===== config.mk =====
export PLATFORM = sky130hd
export DESIGN_NAME = hoeraa_adder
export DESIGN_NICKNAME = d
export VERILOG_FILES = /design/src/rtl/hoeraa_pkg.sv /design/src/rtl/hoeraa_exact_rca.sv /design/src/rtl/hoeraa_adder.sv
export SDC_FILE = /design/constraint.sdc
export NUM_CORES = 1
export LEC_CHECK = 0
export BUFFER_PORTS_ARGS = -buffer_cell sky130_fd_sc_hd__buf_4
export CAP_MARGIN = 20
export CORE_UTILIZATION = 40
export DETAILED_ROUTE_END_ITERATION = 7
export PLACE_DENSITY = 0.89
export SETUP_SLACK_MARGIN = 0.02
export SLEW_MARGIN = 20
export SYNTH_ARGS = -nofsm -noshare
export SYNTH_HDL_FRONTEND = slang
export SYNTH_SLANG_ARGS = --single-unit

===== constraint.sdc =====
create_clock -name clk -period 2.9 [get_ports clk]
set_input_delay 0.145 -clock clk [delete_from_list [all_inputs] [get_ports clk]]
set_output_delay 0.145 -clock clk [all_outputs]
set_load 0.005 [all_outputs]

===== src/rtl/hoeraa_pkg.sv =====
// Shared constants and lower-part approximation for the HOERAA adder.
package hoeraa_pkg;

  localparam int unsigned HOERAA_N_DEF = 16;
  localparam int unsigned HOERAA_K_DEF = 10;
  localparam int unsigned HOERAA_MAX_W = 64;

  typedef logic [HOERAA_MAX_W-1:0] hoeraa_wide_t;

  typedef struct packed {
    logic         cin;
    hoeraa_wide_t lsb;
  } hoeraa_lsb_t;

  // Lower k bits: bit k-1 is XOR, bits below are OR; both are forced high when
  // bit k-2 of both operands is set. Bits at and above k are returned as zero.
  function automatic hoeraa_lsb_t hoeraa_approx_lsb(input hoeraa_wide_t x,
                                                    input hoeraa_wide_t y,
                                                    input int unsigned  k);
    hoeraa_lsb_t  r;
    hoeraa_wide_t top_bit;
    hoeraa_wide_t g_bit;
    hoeraa_wide_t lo_mask;
    hoeraa_wide_t g_all;
    logic         g;
    top_bit = hoeraa_wide_t'(1) << (k - 1);
    g_bit   = hoeraa_wide_t'(1) << (k - 2);
    lo_mask = top_bit - hoeraa_wide_t'(1);
    g       = |(x & y & g_bit);
    g_all   = {HOERAA_MAX_W{g}};
    r.cin   = |(x & y & top_bit);
    r.lsb   = ((x | y | g_all) & lo_mask) | (((x ^ y) | g_all) & top_bit);
    return r;
  endfunction

endpackage


===== src/rtl/hoeraa_exact_rca.sv =====
// W-bit exact ripple-carry adder with carry-in and carry-out.
module hoeraa_exact_rca #(
  parameter int unsigned W = 8
) (
  input  logic [W-1:0] a_i,
  input  logic [W-1:0] b_i,
  input  logic         cin_i,
  output logic [W-1:0] sum_o,
  output logic         cout_o
);

  logic [W:0] c;

  assign c[0] = cin_i;

  for (genvar i = 0; i < W; i++) begin : g_bit
    assign sum_o[i] = a_i[i] ^ b_i[i] ^ c[i];
    assign c[i+1]   = (a_i[i] & b_i[i]) | (c[i] & (a_i[i] ^ b_i[i]));
  end

  assign cout_o = c[W];

endmodule


===== src/rtl/hoeraa_adder.sv =====
// Registered HOERAA approximate adder: exact upper N-K bits, OR-approximated lower K bits.
// Optional HOERAA_ERR_FLAG_EN adds port err flagging any deviation from the exact sum.
module hoeraa_adder
  import hoeraa_pkg::*;
#(
  parameter int unsigned N = HOERAA_N_DEF,
  parameter int unsigned K = HOERAA_K_DEF
) (
  input  logic         clk,
  input  logic         rst,
  input  logic         in_valid,
  input  logic [N-1:0] X,
  input  logic [N-1:0] Y,
  output logic         out_valid,
  output logic [N-1:0] S,
  output logic         Co
`ifdef HOERAA_ERR_FLAG_EN
  ,
  output logic         err
`endif
);

  if (N < 3 || K < 2 || K > N || N > HOERAA_MAX_W) begin : g_bad_params
    $error("hoeraa_adder: illegal parameters N=%0d K=%0d", N, K);
  end

  hoeraa_lsb_t  lsb_res;
  logic [N-1:0] S_d, S_q;
  logic         Co_d, Co_q;
  logic         vld_q;

  assign lsb_res      = hoeraa_approx_lsb(hoeraa_wide_t'(X), hoeraa_wide_t'(Y), K);
  assign S_d[K-1:0]   = K'(lsb_res.lsb);

  if (K < N) begin : g_upper
    hoeraa_exact_rca #(.W(N - K)) u_upper (
      .a_i    (X[N-1:K]),
      .b_i    (Y[N-1:K]),
      .cin_i  (lsb_res.cin),
      .sum_o  (S_d[N-1:K]),
      .cout_o (Co_d)
    );
  end else begin : g_no_upper
    assign Co_d = lsb_res.cin;
  end

  always_ff @(posedge clk) begin
    if (rst) begin
      S_q   <= '0;
      Co_q  <= 1'b0;
      vld_q <= 1'b0;
    end else begin
      vld_q <= in_valid;
      if (in_valid) begin
        S_q  <= S_d;
        Co_q <= Co_d;
      end
    end
  end

  assign S         = S_q;
  assign Co        = Co_q;
  assign out_valid = vld_q;

`ifdef HOERAA_ERR_FLAG_EN
  logic [N-1:0] ref_sum;
  logic         ref_co;
  logic         err_d, err_q;

  hoeraa_exact_rca #(.W(N)) u_ref (
    .a_i    (X),
    .b_i    (Y),
    .cin_i  (1'b0),
    .sum_o  (ref_sum),
    .cout_o (ref_co)
  );

  assign err_d = ({Co_d, S_d} != {ref_co, ref_sum});

  always_ff @(posedge clk) begin
    if (rst) begin
      err_q <= 1'b0;
    end else if (in_valid) begin
      err_q <= err_d;
    end
  end

  assign err = err_q;
`endif

endmodule


Yosys cells after proc, flatten, opt, wreduce, memory -nomap -nowiden
Index checks and enable logic that the tools add are counted.
{ "totals": {"out_inout_bits": 18, "reg_bits": 18, "elab_cells": 39, "in_bits": 35} }
{ "classes": {"bitwise_logic": 36} }
{ "ops": {"columns": ["operator", "n"], "rows": [
  ["$or 9x9->9", 2],
  ["$and 1x1->1", 12],
  ["$xor 1x1->1", 12],
  ["$and 10x10->10", 1],
  ["$or 10x10->10", 1],
  ["$or 9x10->10", 1],
  ["$xor 10x10->10", 1],
  ["$or 1x1->1", 6]
]} }

Depth between registers and ports, before layout
{ "logic_depth": {"ltp_word": 13, "depth_mapped": 11, "depth_no_buf": 11} }

By module
A second synthesis with hierarchy kept.
{ "unflattened": {"cells_unflattened": 85, "area_unflattened_um2": 843.3} }
{ "modules_own_cells": {"columns": ["module", "area_per_inst_um2", "cells_each", "seq_area_each_um2", "instances"], "rows": [
  ["hoeraa_adder", 685.7, 69, 360.3, 1],
  ["hoeraa_exact_rca", 157.7, 16, 0.0, 1]
]} }

Worst setup path before layout
Ideal clock, no wire load.
{ "synth_timing": {"path_kind": "input port to flip-flop", "start": "in X[9]", "end": "reg S_q[15], in the netlist S[15]", "setup_ps": 86, "stages": 11, "arrival_ps": 2501, "n_path_buf": 0, "t_required_ps": 2814, "setup_slack_ps": 314, "cell_sequence": "ha_1 -> inv_1 -> fa_1 -> fa_1 -> inv_1 -> fa_1 -> fa_1 -> fa_1 -> inv_1 -> fa_1 -> a211oi_1"} }
{ "synth_via": {"elab_chain_len": 12} }
{ "synth_rtl": {"columns": ["item", "line_no", "text"], "rows": [
  ["from (decl)", "hoeraa_adder.sv:12", "input logic [N-1:0] X,"],
  ["$and 10x10->10", "hoeraa_pkg.sv:31", "r.cin = |(x & y & top_bit);"],
  ["$and 1x1->1", "hoeraa_exact_rca.sv:18", "assign c[i+1] = (a_i[i] & b_i[i]) | (c[i] & (a_i[i] ^ b_i[i]));"],
  ["$or 1x1->1", "hoeraa_exact_rca.sv:18", null],
  ["$and 1x1->1", "hoeraa_exact_rca.sv:18", null],
  ["$or 1x1->1", "hoeraa_exact_rca.sv:18", null],
  ["$and 1x1->1", "hoeraa_exact_rca.sv:18", null],
  ["$or 1x1->1", "hoeraa_exact_rca.sv:18", null],
  ["$and 1x1->1", "hoeraa_exact_rca.sv:18", null],
  ["$or 1x1->1", "hoeraa_exact_rca.sv:18", null],
  ["$and 1x1->1", "hoeraa_exact_rca.sv:18", null],
  ["$or 1x1->1", "hoeraa_exact_rca.sv:18", null],
  ["$xor 1x1->1", "hoeraa_exact_rca.sv:17", "assign sum_o[i] = a_i[i] ^ b_i[i] ^ c[i];"],
  ["to (signal assigned)", "hoeraa_adder.sv:49", "S_q <= '0;"],
  ["to (signal assigned)", "hoeraa_adder.sv:55", "S_q <= S_d;"],
  ["to (decl)", "hoeraa_adder.sv:28", "logic [N-1:0] S_d, S_q;"]
]} }
Every way passes these cells.
A chain may end at the register's enable or synchronous reset.

Worst setup path after layout
Same ends and word-level chain as after synthesis.

==> metrics.yaml <==
layout_commonest_cell: "buf_4"
yosysTopAreaCell: "dfxtp_1"
grt_pass1_vias: 692
cts_sinks: 18
root_buffer: "clkbuf_4"
ys_types: 12
ys_ff_latch: 18
finalSetupTns_ns: 0
worstPathArrival_ns: 2.80
htreeDepth: 1
layout_min_cycle_time_ns: 2.60
cts_buffers: 3
die_width_microns: 47.2
period_share: 0.895
area_growth_pct: 50.8
power.leakage_nw: 0.615
worstPathRequired_ns: 3.10
synth_top_area_share: 0.441
ir_worst_vdd_mv: 0.262
rsz0062_at_grt: "no"
firstDrtPassIters: 4
worst_setup_path_end_kind: "register"
netSwitchingFraction: 0.255
row_count: 15
status: "finished, final reports clean"
cts_resized: 0
vias: 763
final_cell_mix: "52 x buf_4, 26 x nor2_1, 18 x dfxtp_1"
p_comb_frac: 0.254
port_buffers: 52
dr_wl_met2_microns: 1010
ios: 53
routedLengthMet1_microns: 706
synthesis.instances: 84
reg2reg_slack_ns: 2.17
ant_nets: 0
hold_path_class: "primary input to register"
fill_cells: 147
gp_congestion: 0.691
dp.cells: 157
routed_wl_microns: 1830
cts_setup_buffers: 0
drive_gt1_frac: 0.415
clkPwrFrac: 0.221
viasPerCell: 4.77
slew_violations: 0
multi_input_area_sq_um: 390
seqPwrFrac: 0.525
tightest_slew_ns: 0.267
p_int_mw: 0.397
fin_skew_ns: 0
seq_area_frac_synth: 0.441
layout.nets: 179
start_kind: "primary input"
grt_overflow: 0
start_util: 0.449
placed_area_sq_um: 1210
stdcell_area_sq_um: 1230
antenna_cells: 0
grtUsageTotal: 0.178
wire_per_inst_microns: 11.4
power.switching_mw: 0.136
hpwlAfterDp_microns: 1440
drv_cap: 0
first_iter_violations: 6
cts_max_path_buffers: 2
setup_viol: 0
maxSlewHeadroom: 0.822
synth_nets: 126
cts_tree: "done"
met3WireLength_microns: 119
crit_type: "primary input to register"
cts.hold.buffers_added: 0
die_h_microns: 47.2
timing.hold.ws_ns: 0.147
clk-insertion-delay-late_ns: 0.28
postSynthAreaPerCell_sq_um: 9.73
top_layer: "met3"
core_area_sq_um: 1820
syn_area_sq_um: 817
drc_errors: 0
pwr_density_cell_nw_per_um2: 432
ys.warnings.count: 0
clkTransAtPathRegs_ns: 0.09
grt_pass1_wl_microns: 2720
synth.area.top_cells: "dfxtp_1 44%, fa_1 15%, a211oi_1 13%, nor2_1 12%, inv_1 4.6%"
fmax_ghz: 0.385
seq_area_sq_um: 360
finalNonFillerCells: 160
grt_max_degree: 25
die_area_sq_um: 2230
antenna_found_initial: 0
hold_viol_final: 0
crit_path_max_fanout: 1
==> final cells by class <==
type | instances | area share
Clock buffer | 3 | 0.0183
Multi-Input combinational cell | 52 | 0.317
Timing Repair Buffer | 52 | 0.317
Tap cell | 25 | 0.0254
Sequential cell | 18 | 0.292
Inverter | 10 | 0.0305
==> stage by stage <==
stage | utilization | power, mW | setup slack [ns]
2_1_floorplan | - | 0.340 | 0.314
3_3_place_gp | 0.665 | 0.416 | 0.144
3_5_place_dp | 0.665 | 0.421 | 0.0177
4_1_cts | 0.677 | 0.538 | 0.299
5_1_grt | 0.677 | 0.567 | 0.196
6_report | 0.677 | 0.533 | 0.303
==> kinds of logic after synthesis <==
logic type | count (synthesis) | share of synthesized area
buffers and inverters | 14 | 0.0812
and+or+nand+nor | 27 | 0.127
adders and majority gates | 7 | 0.162
DFF | 18 | 0.441
muxes | 3 | 0.0368
AOI/OAI and AO/OA | 15 | 0.152
==> final timing paths <==
check,startpoint,to,cells after the start
setup reg to reg,S[5],S[5],2
setup / recovery,X[9],S[15],12
hold reg to reg,S[11],S[11],2
hold / removal,X[6],S[6],3
==> worst max-delay path, cell delays in order <==
cell and delay [ns]:
buf_4 0.11, ha_1 0.19, inv_1 0.06, fa_1 0.17, fa_1 0.17, inv_1 0.05, fa_1 0.38, fa_1 0.39
fa_1 0.38, inv_1 0.09, fa_1 0.42, a211oi_1 0.24
==> Yosys cell counts <==
cell,instances
buf_2,2
nor2b_1,1
inv_1,10
ha_1,1
a211oi_1,14
nor2_1,26
dfxtp_1,18
buf_4,1
mux2i_1,3
buf_6,1
a21boi_4,1
fa_1,6
==> state kept, by name, summed over array words and instances, names as in the netlist <==
| register | flops |
|---|---|
| S | 16 |
| Co | 1 |
| out_valid | 1 |
==> power groups by stage <==
stage	sequential [mW]	clock, mW	combinational [mW]
2_1_floorplan	0.286	0	0.0535
3_3_place_gp	0.284	0	0.132
6_report	0.280	0.118	0.135
4_1_cts	0.280	0.122	0.137
5_1_grt	0.283	0.133	0.151
3_5_place_dp	0.285	0	0.136
==> layer usage <==
| layer | GRT usage | vias up |
|---|---|---|
| li1 | - | 380 |
| met1 | 0.182 | 350 |
| met2 | 0.339 | 33 |
| met3 | 0.0500 | 0 |
| met4 | 0.0686 | 0 |
| met5 | 0 | - |
Note: power is estimated with default switching activity, not from simulation.
